==> src/rtl/mips_pkg.sv <==
// Shared encodings for the MIPS32 core: branch conditions, redirect kinds
// and the fetch sequencer state.
package mips_pkg;

  typedef enum logic [2:0] {
    COND_NEVER,
    COND_EQ,
    COND_NE,
    COND_GE,
    COND_GT,
    COND_LE,
    COND_LT,
    COND_ALWAYS
  } cond_t;

  typedef enum logic [1:0] {
    REDIR_BR,
    REDIR_J,
    REDIR_JR,
    REDIR_RSVD
  } redir_kind_t;

  typedef enum logic [1:0] {
    ST_IDLE,
    ST_FETCH,
    ST_HOLD,
    ST_DROP
  } fetch_state_t;

endpackage

==> src/rtl/mips_branch_target.sv <==
// Combinational taken decision and target address for branch, jump and
// jump-register; shared with the pipelined core.
module mips_branch_target
  import mips_pkg::*;
#(
  parameter int ADDR_W = 32
) (
  input  logic [1:0]        kind,
  input  logic [2:0]        cond,
  input  logic              zero,
  input  logic              less,
  input  logic [ADDR_W-1:0] pc,
  input  logic [25:0]       imm,
  input  logic [ADDR_W-1:0] rs_val,
  output logic              take,
  output logic [ADDR_W-1:0] target
);

  localparam logic [ADDR_W-1:0] LOW28 = ADDR_W'({28{1'b1}});

  logic [ADDR_W-1:0] seq;
  logic [ADDR_W-1:0] br_off;
  logic [ADDR_W-1:0] j_low;

  always_comb begin
    seq    = pc + ADDR_W'(4);
    br_off = {{(ADDR_W-18){imm[15]}}, imm[15:0], 2'b00};
    j_low  = ADDR_W'({imm, 2'b00});
    take   = 1'b0;
    target = '0;
    case (redir_kind_t'(kind))
      REDIR_BR: begin
        target = seq + br_off;
        case (cond_t'(cond))
          COND_NEVER:  take = 1'b0;
          COND_EQ:     take = zero;
          COND_NE:     take = !zero;
          COND_GE:     take = !less;
          COND_GT:     take = !(less || zero);
          COND_LE:     take = less || zero;
          COND_LT:     take = less;
          COND_ALWAYS: take = 1'b1;
        endcase
      end
      REDIR_J: begin
        take   = 1'b1;
        target = (seq & ~LOW28) | j_low;
      end
      REDIR_JR: begin
        take   = 1'b1;
        target = rs_val & ~ADDR_W'(3);
      end
      default: begin
        take   = 1'b0;
        target = '0;
      end
    endcase
  end

endmodule

==> src/rtl/mips_fetch_unit.sv <==
// Handshaked instruction fetch and next-PC sequencer with branch/jump
// redirect handling and optional architectural delay slot.
module mips_fetch_unit
  import mips_pkg::*;
#(
  parameter int                ADDR_W     = 32,
  parameter logic [ADDR_W-1:0] RESET_PC   = '0,
  parameter int                DELAY_SLOT = 0
) (
  input  logic              clk,
  input  logic              reset,
  output logic              imem_req,
  output logic [ADDR_W-1:0] imem_addr,
  input  logic              imem_ready,
  input  logic [31:0]       imem_rdata,
  output logic              ir_valid,
  output logic [31:0]       ir,
  output logic [ADDR_W-1:0] ir_pc,
  input  logic              ir_ready,
  input  logic              redir_valid,
  input  logic [1:0]        redir_kind,
  input  logic [2:0]        redir_cond,
  input  logic              redir_zero,
  input  logic              redir_less,
  input  logic [ADDR_W-1:0] redir_pc,
  input  logic [25:0]       redir_imm,
  input  logic [ADDR_W-1:0] redir_reg,
  output logic              taken
);

  fetch_state_t      state, state_n;
  logic [ADDR_W-1:0] fetch_pc, fetch_pc_n;
  logic [ADDR_W-1:0] ir_pc_n;
  logic [31:0]       ir_n;
  logic              pend_valid, pend_valid_n;
  logic [ADDR_W-1:0] pend_target, pend_target_n;
  logic              br_take;
  logic [ADDR_W-1:0] br_target;
  logic [ADDR_W-1:0] tgt;
  logic              accept;
  logic              squash;

  mips_branch_target #(.ADDR_W(ADDR_W)) u_branch_target (
    .kind   (redir_kind),
    .cond   (redir_cond),
    .zero   (redir_zero),
    .less   (redir_less),
    .pc     (redir_pc),
    .imm    (redir_imm),
    .rs_val (redir_reg),
    .take   (br_take),
    .target (br_target)
  );

  assign tgt       = {br_target[ADDR_W-1:2], 2'b00};
  assign accept    = redir_valid && br_take && (state != ST_IDLE) && !pend_valid;
  assign squash    = accept && (DELAY_SLOT == 0);
  assign imem_addr = fetch_pc;

  always_comb begin
    state_n       = state;
    fetch_pc_n    = fetch_pc;
    ir_n          = ir;
    ir_pc_n       = ir_pc;
    pend_valid_n  = pend_valid;
    pend_target_n = pend_target;
    imem_req      = 1'b0;
    ir_valid      = 1'b0;
    case (state)
      ST_IDLE: state_n = ST_FETCH;
      ST_FETCH: begin
        imem_req = 1'b1;
        if (squash) begin
          if (imem_ready) begin
            fetch_pc_n = tgt;
          end else begin
            state_n       = ST_DROP;
            pend_valid_n  = 1'b1;
            pend_target_n = tgt;
          end
        end else begin
          if (accept) begin
            pend_valid_n  = 1'b1;
            pend_target_n = tgt;
          end
          if (imem_ready) begin
            ir_n    = imem_rdata;
            ir_pc_n = fetch_pc;
            state_n = ST_HOLD;
          end
        end
      end
      ST_HOLD: begin
        if (squash) begin
          fetch_pc_n = tgt;
          state_n    = ST_FETCH;
        end else begin
          ir_valid = 1'b1;
          // A slot word leaving in the same cycle its redirect arrives goes
          // straight to the new target instead of parking it as pending.
          if (ir_ready) begin
            state_n      = ST_FETCH;
            pend_valid_n = 1'b0;
            if (accept)          fetch_pc_n = tgt;
            else if (pend_valid) fetch_pc_n = pend_target;
            else                 fetch_pc_n = ir_pc + ADDR_W'(4);
          end else if (accept) begin
            pend_valid_n  = 1'b1;
            pend_target_n = tgt;
          end
        end
      end
      ST_DROP: begin
        imem_req = 1'b1;
        if (imem_ready) begin
          fetch_pc_n   = pend_target;
          pend_valid_n = 1'b0;
          state_n      = ST_FETCH;
        end
      end
      default: state_n = ST_IDLE;
    endcase
  end

  always_ff @(posedge clk or posedge reset) begin
    if (reset) begin
      state       <= ST_IDLE;
      fetch_pc    <= RESET_PC;
      ir          <= '0;
      ir_pc       <= RESET_PC;
      pend_valid  <= 1'b0;
      pend_target <= '0;
      taken       <= 1'b0;
    end else begin
      state       <= state_n;
      fetch_pc    <= fetch_pc_n;
      ir          <= ir_n;
      ir_pc       <= ir_pc_n;
      pend_valid  <= pend_valid_n;
      pend_target <= pend_target_n;
      taken       <= accept;
    end
  end

endmodule

==> config.mk <==
export PLATFORM = sky130hd
export DESIGN_NAME = mips_fetch_unit
export DESIGN_NICKNAME = d
export VERILOG_FILES = /design/src/rtl/mips_pkg.sv /design/src/rtl/mips_branch_target.sv /design/src/rtl/mips_fetch_unit.sv
export SDC_FILE = /design/constraint.sdc
export NUM_CORES = 1
export LEC_CHECK = 0
export CORE_MARGIN = 2
export CORE_UTILIZATION = 60
export CTS_BUF_LIST = sky130_fd_sc_hd__clkbuf_16
export DETAILED_ROUTE_END_ITERATION = 8
export DONT_BUFFER_PORTS = 1
export PLACE_DENSITY = 0.76
export RECOVER_POWER = 50
export SLEW_MARGIN = 30
export SYNTH_ARGS = -nofsm -noshare
export SYNTH_HDL_FRONTEND = slang
export SYNTH_SLANG_ARGS = --single-unit
==> constraint.sdc <==
create_clock -name clk -period 10.8 [get_ports clk]
set_clock_uncertainty 0.1 [all_clocks]
set_input_delay 1.08 -clock clk [delete_from_list [all_inputs] [get_ports clk]]
set_output_delay 1.08 -clock clk [all_outputs]
set_load 0.01 [all_outputs]
; ---- Yosys cells after proc, flatten, opt, wreduce, memory -nomap -nowiden
; Index checks and enable logic that the tools add are counted.
[classes]
addsub = 3
eq_ne = 21
muxes = 26
bitwise_logic = 3
n_reduce_logical = 20
[op_table]
columns = cell, n
row1 = 2-to-1 mux 32 bit, 6
row2 = case mux 32 bit (3 select lines), 2
row3 = adder 32 x 3 -> 32 bit (second input constant), 2
row4 = adder 32 bit, 1
row5 = OR 32 x 28 -> 32 bit, 1
row6 = == test 3 bit (second input constant), 4
row7 = 2-to-1 mux 2 bit, 6
row8 = inequality test 2 bit (second input constant), 6
row9 = inequality test 3 bit (second input constant), 3
row10 = 2-to-1 mux 1 bit, 8
row11 = case mux 1 bit (8 select lines), 1
row12 = case mux 2 bit (4 select lines), 1
row13 = == test 2 bit (second input constant), 3
row14 = == test 3 x 2 -> 1 bit (second input constant), 2
row15 = AND reduction 3 bit, 2
row16 = AND reduction 6 bit, 1
row17 = AND reduction 5 bit, 1
row18 = == test 2 x 1 -> 1 bit (second input constant), 2
row19 = zero test 1 bit, 4
row20 = zero test 2 bit, 2
row21 = AND reduction 4 bit, 1
row22 = OR reduction 2 bit, 2
row23 = == test 3 x 1 -> 1 bit (second input constant), 1
row24 = logical AND 1 bit, 3
row25 = other kinds (7), 8
[word_totals]
ff_bits = 130
word_cells = 80

; ---- Depth between registers and ports, before layout
; Gate-level depths: netlist of run 1.
[depth]
word_depth = 9
mapped_depth = 16
depth_no_buf = 16

; ---- Hierarchy
; Synthesis of run 1 repeated with hierarchy kept, for this count alone.
[hier_totals]
hier_cells = 969
hier_area_um2 = 9193.8
[by_module_without_submodules]
columns = module, n_inst, cells_per_inst, area_each_um2
row1 = mips_fetch_unit, 1, 534, 6178.4
row2 = mips_branch_target, 1, 435, 3015.4

; ---- Worst setup path before layout of run 1
; OpenSTA, ideal clock, no wires.
[synth_path]
path_kind = input to register
startpoint = in redir_pc[2]
endpoint = reg fetch_pc[28] (netlist: imem_addr[28])
arrival_time_ns = 4.341
required_time_ns = 10.618
path_slack_ns = 6.277
path_stages = 15
n_path_buf = 0
cell_sequence = ha_1 -> nand3_1 -> or4_1 -> nor2_1 -> nand3_1 -> xnor2_1 -> ha_1 -> nand4_1 -> or3b_2 -> o21ai_0 -> inv_1 -> a31o_2 -> a2111oi_0 -> o21ai_0 -> a31oi_1
[synth_between]
elab_chain_cells = 6
word_cells_on_any_way = 8
classes_between = 2 x add/sub / 5 x mux / 1 x bitwise
[synth_rtl]
columns = item, line_no
row1 = "start, declared", mips_fetch_unit.sv:25  ; input logic [ADDR_W-1:0] redir_pc,
row2 = adder 32 x 3 -> 32 bit *, mips_branch_target.sv:26  ; seq = pc + ADDR_W'(4);
row3 = adder 32 bit / OR 32 x 28 -> 32 bit (equally long branches), "mips_branch_target.sv:33, mips_branch_target.sv:47"
row4 = case mux 32 bit (3 select lines) *, mips_branch_target.sv:31  ; case (redir_kind_t'(kind))
row5 = 2-to-1 mux 32 bit, mips_fetch_unit.sv:74  ; if (imem_ready) begin
row6 = 2-to-1 mux 32 bit, mips_fetch_unit.sv:73  ; if (squash) begin
row7 = case mux 32 bit (3 select lines) *, mips_fetch_unit.sv:69  ; case (state)
row8 = "end signal, assigned", mips_fetch_unit.sv:136  ; fetch_pc <= fetch_pc_n;
row9 = "end, declared", mips_fetch_unit.sv:32  ; logic [ADDR_W-1:0] fetch_pc, fetch_pc_n;
; Every way passes the cells marked *; elsewhere a longest branch is shown, timed or not. The select of a mux whose other input is x is not followed.
; A chain may end at the register's enable or synchronous reset.

==> results by group, run 1 <==
Outcome
  – Result of the run: finished with violations
  – Violated checks: max-capacitance violations, max-slew violations

Clock tree
  – Number of sinks on the clock net: 130
  – Buffer count from post-CTS setup fixing: 0
  – Number of buffers created by CTS: 17
  – CTS HTree Levels: 4
  – Source-to-sink clock delay at the later pin of the worst-skew pair: 410 ps
  – Root buffer cell: sky130_fd_sc_hd__clkbuf_16
  – Hold-fix buffers, CTS: 0
  – Resize count post-CTS: 0
  – Number of buffers on the longest clock path: 2
  – Clock input transition at the sequential cells of the worst setup and hold paths: 60 ps
  – TritonCTS clock tree: yes

Cells and area
  – Layout-stage area growth over the synthesis result: 9.47%
  – Layout cell share with drive strength beyond 1: 14.4%
  – Register Area: 3250 um^2
  – Number of inserted filler cells in the final layout: 1,196
  – Post-layout utilization of the core: 66.9%
  – Number of nets in the finished design: 1,123
  – Multi-input gate area in the final layout: 5280 um^2

Die
  – Die area: 15,700 um^2
  – Top-level I/O count: 233
  – Vertical die dimension: 125 um
  – Std-Cell Core Area: 14,400 um^2
  – X dimension of the die: 125 um
  – Number of standard-cell rows in the floorplan: 44
  – Initial standard-cell utilization of the core: 61.1%

STA
  – Hold violation count in the final report: 0
  – Max-slew violation total from the final report: 133
  – Share of the cycle needed by the critical path after routing: 49.0%
  – Setup repair after global routing missed its margin: false
  – Actual transition at the worst max-transition pin: 3360 ps
  – Headroom to the max-slew limit: -125%
  – Setup Viol. Count Final: 0
  – Peak Freq: 189 MHz
  – Sum of negative setup slack: 0 ps
  – Minimum clock period: 5290 ps

Logic synthesis
  – Post-Synth XOR/XNOR Area: 7.16%
  – Synth unique cells: 68
  – Simple-gate share of the synthesized area: 17.1%
  – Number of nets produced by synthesis: 1,140
  – Adder-Cell Fraction of Synth Area: 5.91%
  – Proportion of register bits with asynchronous set or reset after synthesis: 100%
  – Cells taking the most area after synthesis: sky130_fd_sc_hd__dfrtp_1, sky130_fd_sc_hd__mux2_2, sky130_fd_sc_hd__ha_1
  – Count of yosys warnings during synthesis: 0
  – Post-synthesis average cell area: 9.13 um^2
  – Largest family of logic cells by synthesized area: compound AO/OA/AOI/OAI gates
  – Cell area after technology mapping: 8810 um^2
  – Flops & latches, synth: 130
  – Number of flops mapped to enable cells by yosys: 0
  – Area fraction in compound gates after synthesis: 19.7%
  – Yosys top cell by area: sky130_fd_sc_hd__dfrtp_1
  – Mux share of post-synthesis cell area: 10.0%
  – Most common flop cell mapped by yosys: sky130_fd_sc_hd__dfrtp_1
  – Synthesized instance count: 965
  – Synth top area share: 36.9%
  – Sequential share of the synthesized area: 36.9%

Critical path
  – Critical path class: in2async
  – CP startpoint kind: primary input
  – Critical path's largest stage delay: 2080 ps
  – Required arrival time at the worst endpoint: 10,610 ps
  – Ordered cell list for the critical path: clkinvlp_2, clkbuf_1
  – Critical path buffer and inverter count: 2
  – Dominant delay contributor by cell family on the critical path: buffers and inverters
  – Critical Path Sink Type: async pin
  – Arrival time of the worst setup path: 5100 ps
  – Worst-path fanout max: 78
  – Cell with the biggest individual delay on the critical path: sky130_fd_sc_hd__clkbuf_1

Power and ir drop
  – Share of power burned in registers: 42.3%
  – Maximum VDD drop: 0.000217 V
  – Comb power frac: 30.7%
  – P per Cell Area: 262 nW/um^2
  – Leak Pwr: 4.04 nW
  – Sw Ratio: 38.6%
  – Internal power component: 1.55 mW
  – P_sw: 975 uW
  – Clk network pwr share: 26.9%

Routing
  – Number of vias in the routed layout: 7,507
  – DRC errors left: 0
  – Drt pass-1 iters: 7
  – First-iteration detailed-routing DRC count: 689
  – Final routed wirelength across all metal layers: 23,600 um
  – Post-DRT Antenna Nets: 0
  – Post-detailed-route via-to-cell ratio: 6.55
  – WL/cell: 20.6 um

Placed design
  – Routability-driven placement congestion ratio: 0.903
  – Final HPWL from detailed placement: 17,400 um
  – Total of buffers placed on input and output ports: 0

Worst hold path
  – Min-delay worst type: reg2reg

Global routing
  – Overall global routing resource usage: 30.0%
  – Vias in the first global route: 7,328
  – Global-route wire length before repair: 37,800 um
  – Overflow left after global routing: 0
  – Maximum number of pins on one net before global-route repair: 79
  – Initial antenna violation count: 1

Job
  – Max capacitance violation total: 2
## power by group through the flow
stage / Clock [mW] / Combinational (mW) / Sequential, mW
floorplan: 0 / 0.641 / 0.972
global placement: 0 / 0.742 / 1.06
detailed placement: 0 / 0.765 / 1.07
CTS: 0.687 / 0.773 / 1.07
global route: 0.705 / 0.859 / 1.10
finish: 0.680 / 0.775 / 1.07
## cells in the mapped netlist, drive strengths merged, types with 2 or more instances
library cell	instances
or3	9
nor2b	5
o311ai	2
and3	20
nor4	5
a22o	8
a21o	13
buf	14
o31ai	4
a211o	3
inv	26
o21bai	2
o21ai	52
clkbuf	32
nand2	101
a31o	6
a2bb2oi	2
o221ai	2
a21oi	65
o22a	3
o22ai	3
dfrtp	130
a21boi	2
nor3b	2
and4	5
xnor2	40
a22oi	19
a31oi	18
mux2i	6
xor2	32
or4	2
nand4	23
and2	4
o2111ai	2
mux2	73
a221oi	6
o21a	11
a222oi	16
or2	2
nor2	85
nand3	36
nor3	15
ha	40
o211ai	7
## path summary, 6_finish.rpt
| path | startpoint | to | slack [ps] | cells past startpoint |
|---|---|---|---|---|
| setup / recovery | reset | ir_pc[15]$_DFFE_PP0P_ | 5510 | 2 |
| hold / removal | pend_target[10]$_DFFE_PP0P_ | pend_target[10]$_DFFE_PP0P_ | 370 | 2 |
| setup reg to reg | pend_valid$_DFFE_PP0P_ | imem_addr[26]$_DFFE_PP0P_ | 7470 | 8 |
| hold reg to reg | pend_target[10]$_DFFE_PP0P_ | pend_target[10]$_DFFE_PP0P_ | 370 | 2 |
| max in group clk | redir_pc[2] | imem_addr[28]$_DFFE_PP0P_ | 5890 | 15 |
| min in group asynchronous | reset | ir[17]$_DFFE_PP0P_ | 1410 | 1 |
## cell families after synthesis
logic type | Yosys count
and+or+nand+nor | 318
AOI/OAI and AO/OA | 252
DFF | 130
muxes | 79
buffers and inverters | 73
xor gates and xnor gates | 72
adders and majority gates | 41
## state kept, by name (all words and copies together) (netlist names)
name / flops
pend_valid: 1
ir: 32
imem_addr: 32
pend_target: 30
state: 2
taken: 1
ir_pc: 32
## final cells by class
type	count	share of cell area, %
Clock inverter	15	2.87
Antenna cell	1	0.0259
Tap cell	184	2.39
Clock buffer	17	4.41
Sequential cell	130	33.7
Multi-Input combinational cell	762	54.8
Inverter	27	1.06
Timing Repair Buffer	10	0.739
## stage by stage
stage               power (mW)  instances  setup WS [ps]  hold WS (ps)  cell area (um^2)
floorplan                 1.61        965           6150           338              8810
global placement          1.80       1113           5550           351              8930
detailed placement        1.84       1113           5540           358              8940
CTS                       2.53       1145           5940           371              9640
global route              2.66       1146           4440           408              9640
finish                    2.52       1146           5510           370              9640
## per-layer routing
layer | global-route usage, % | vias to the layer above | share of wire (%)
li1 | - | 3520 | -
met1 | 39.0 | 3627 | 41
met2 | 48.6 | 316 | 48
met3 | 6.97 | 44 | 7.8
met4 | 12.0 | 0 | 3.3
met5 | 0 | - | 0
## cells in the final DEF, fill, tap and decap left out, types with 4 or more instances in the layout
cell type                   count
sky130_fd_sc_hd__dfrtp_1      130
sky130_fd_sc_hd__nand2_1      101
sky130_fd_sc_hd__nor2_1        85
sky130_fd_sc_hd__mux2_2        72
sky130_fd_sc_hd__a21oi_1       65
sky130_fd_sc_hd__o21ai_0       48
sky130_fd_sc_hd__xnor2_1       40
sky130_fd_sc_hd__ha_1          39
sky130_fd_sc_hd__nand3_1       36
sky130_fd_sc_hd__xor2_1        32
sky130_fd_sc_hd__inv_1         25
sky130_fd_sc_hd__nand4_1       23
sky130_fd_sc_hd__a22oi_1       19
sky130_fd_sc_hd__a31oi_1       18
sky130_fd_sc_hd__and3_1        18
sky130_fd_sc_hd__clkbuf_16     17
sky130_fd_sc_hd__a222oi_1      16
sky130_fd_sc_hd__nor3_1        13
sky130_fd_sc_hd__a21o_1        12
sky130_fd_sc_hd__o21a_1        11
sky130_fd_sc_hd__or3_1          9
sky130_fd_sc_hd__buf_4          9
sky130_fd_sc_hd__a22o_1         8
sky130_fd_sc_hd__o211ai_1       7
sky130_fd_sc_hd__bufinv_16      7
sky130_fd_sc_hd__a31o_2         6
sky130_fd_sc_hd__mux2i_1        6
sky130_fd_sc_hd__nor2b_1        5
sky130_fd_sc_hd__and2_1         4
sky130_fd_sc_hd__nor4_1         4
sky130_fd_sc_hd__o31ai_1        4
sky130_fd_sc_hd__and4_1         4
sky130_fd_sc_hd__a221oi_1       4
sky130_fd_sc_hd__inv_6          4
(Power assumes the default switching activity.)
==> inputs of run 2 (changes only) <==
==> constraint.sdc (replaced) <==
create_clock -name clk -period 5.39 [get_ports clk]
set_clock_uncertainty 0.1 [all_clocks]
set_input_delay 0.539 -clock clk [delete_from_list [all_inputs] [get_ports clk]]
set_output_delay 0.539 -clock clk [all_outputs]
set_load 0.01 [all_outputs]
==> results by group, run 2 (synthesized netlist as in run 1, its figures left out) <==
Clock tree
  – Number of buffers on the longest clock path: 2 (unchanged)
  – Clock input transition at the sequential cells of the worst setup and hold paths: 60 ps (about the same)
  – Number of sinks on the clock net: 130 (unchanged)
  – Buffer count from post-CTS setup fixing: 0 (unchanged)
  – Resize count post-CTS: 0 (unchanged)
  – Source-to-sink clock delay at the later pin of the worst-skew pair: 410 ps (about the same)
  – Root buffer cell: sky130_fd_sc_hd__clkbuf_16
  – CTS HTree Levels: 4 (unchanged)
  – Number of buffers created by CTS: 17 (unchanged)
  – Hold-fix buffers, CTS: 0 (unchanged)
  – TritonCTS clock tree: yes

STA
  – Actual transition at the worst max-transition pin: 3680 ps (+322 ps)
  – Setup repair after global routing missed its margin: false
  – Headroom to the max-slew limit: -147% (-22 points)
  – Peak Freq: 233 MHz
  – Max-slew violation total from the final report: 88 (-34%)
  – Minimum clock period: 4290 ps
  – Share of the cycle needed by the critical path after routing: 79.7%
  – Hold violation count in the final report: 0 (unchanged)
  – Sum of negative setup slack: 0 ps (unchanged)
  – Setup Viol. Count Final: 0 (unchanged)

Critical path
  – Worst-path fanout max: 7 (-91%)
  – Arrival time of the worst setup path: 4520 ps (-580 ps)
  – Worst reg-to-reg path cell count: 8 (unchanged)
  – Dominant delay contributor by cell family on the critical path: simple AND/OR/NAND/NOR gates
  – Critical Path Sink Type: flop
  – Critical R2R Capture: imem_addr[26]$_DFFE_PP0P_
  – Critical path class: in2reg
  – CP startpoint kind: primary input
  – Required arrival time at the worst endpoint: 5620 ps (-4990 ps)
  – Ordered cell list for the critical path: ha_1, nand3_1, or4_1, nor2_1, nand3_1, xnor2_1, ha_1, nand4_1, or3b_2, o21ai_0, inv_1, a31o_2, a2111oi_0, o21ai_0, a31oi_1
  – Number of cells on the critical path: 15 (+13)
  – Critical path buffer and inverter count: 1 (-1)
  – Endpoint of the most critical setup path: imem_addr[28]$_DFFE_PP0P_
  – Internal reg-to-reg setup slack: 2060 ps (-5410 ps)
  – Critical path's largest stage delay: 700 ps (-1380 ps)
  – Beginning of the worst register-to-register path: pend_valid$_DFFE_PP0P_
  – Critical path startpoint: redir_pc[2]
  – Cell with the biggest individual delay on the critical path: sky130_fd_sc_hd__a2111oi_0

Die
  – Top-level I/O count: 233 (unchanged)
  – Die area: 15,700 um^2 (unchanged)
  – Initial standard-cell utilization of the core: 61.1% (unchanged)
  – Std-Cell Core Area: 14,400 um^2 (unchanged)
  – Number of standard-cell rows in the floorplan: 44 (unchanged)
  – Vertical die dimension: 125 um (unchanged)
  – X dimension of the die: 125 um (unchanged)

Routing
  – WL/cell: 20.3 um (-1.4%)
  – Final routed wirelength across all metal layers: 23,300 um (-1.3%)
  – Drt pass-1 iters: 5 (-2)
  – Number of vias in the routed layout: 7,517 (+0.13%)
  – Post-DRT Antenna Nets: 0 (unchanged)
  – Post-detailed-route via-to-cell ratio: 6.55 (about the same)
  – First-iteration detailed-routing DRC count: 693 (+0.58%)
  – DRC errors left: 0 (unchanged)

Cells and area
  – Layout-stage area growth over the synthesis result: 9.20%
  – Commonest non-fill, non-tap cells in the layout: sky130_fd_sc_hd__dfrtp_1, sky130_fd_sc_hd__nand2_1, sky130_fd_sc_hd__nor2_1
  – Layout cell share with drive strength beyond 1: 14.6% (+0.19 points)
  – Number of nets in the finished design: 1,124 (+0.089%)
  – Most common cell after layout, fill and taps aside: sky130_fd_sc_hd__dfrtp_1

Placed design
  – Final HPWL from detailed placement: 17,500 um (+0.40%)
  – Total of buffers placed on input and output ports: 0 (unchanged)
  – Routability-driven placement congestion ratio: 0.902 (about the same)

Global routing
  – Initial antenna violation count: 1 (unchanged)
  – Overflow left after global routing: 0 (unchanged)
  – Global-route wire length before repair: 37,400 um (-1.0%)
  – Vias in the first global route: 7,204 (-1.7%)
  – Maximum number of pins on one net before global-route repair: 88 (+11%)
  – Overall global routing resource usage: 29.8% (-0.17 points)

Outcome
  – Violated checks: max-capacitance violations, max-slew violations
  – Result of the run: finished with violations

Power and ir drop
  – Leak Pwr: 4.03 nW (-0.37%)
  – Maximum VDD drop: 0.000398 V (+83%)
  – Post-layout power: 4.95 mW (+96%)
  – P per Cell Area: 515 nW/um^2 (+97%)

Job
  – Max capacitance violation total: 1 (-1)

Worst hold path
  – Min-delay worst type: in2reg
## run 2: metal layers
layer  track usage, %  share of wire, %  vias up
li1                 -                 -     3541
met1             38.7                41     3606
met2             48.6                48      325
met3             8.64               8.5       45
met4             9.22               2.7        0
met5                0                 0        -
## run 2: final cells by class
| class | count | area [um^2] |
|---|---|---|
| Timing Repair Buffer | 11 | 92.6 |
| Antenna cell | 1 | 2.50 |
| Multi-Input combinational cell | 762 | 5290 |
| Sequential cell | 130 | 3250 |
| Fill cell | 1219 | 4800 |
| Tap cell | 184 | 230 |
| Inverter | 27 | 103 |
| Clock inverter | 15 | 229 |
| Clock buffer | 17 | 425 |
## run 2: worst min-delay path by stage
stage / start / endpoint / slack, ps / depth (start not counted)
after floorplan: pend_target[10]$_DFFE_PP0P_ / pend_target[10]$_DFFE_PP0P_ / 340 / 2
after global placement: pend_target[10]$_DFFE_PP0P_ / pend_target[10]$_DFFE_PP0P_ / 350 / 2
after detailed placement: pend_target[28]$_DFFE_PP0P_ / pend_target[28]$_DFFE_PP0P_ / 360 / 2
after CTS: reset / ir[13]$_DFFE_PP0P_ / 50 / 1
after global routing: imem_rdata[3] / ir[3]$_DFFE_PP0P_ / 150 / 1
final: imem_rdata[20] / ir[20]$_DFFE_PP0P_ / 170 / 1
## run 2: power by group
part           internal (mW)  switching, mW
sequential              1.45          0.686
clock                  0.825          0.438
combinational          0.743          0.813
total                   3.02           1.94
## run 2: per-stage QoR
| stage | utilization [%] | worst slack [ps] | instances | hold slack (ps) | cell area [um^2] |
|---|---|---|---|---|---|
| 3_5_place_dp | 62.1 | 750 | 1114 | 364 | 8960 |
| 5_1_grt | 66.7 | 780 | 1147 | 153 | 9620 |
| 3_3_place_gp | 62.1 | 798 | 1114 | 351 | 8950 |
| 6_report | 66.7 | 1100 | 1147 | 173 | 9620 |
| 4_1_cts | 66.7 | 1170 | 1146 | 53.3 | 9620 |
| 2_1_floorplan | - | 1280 | 965 | 338 | 8810 |
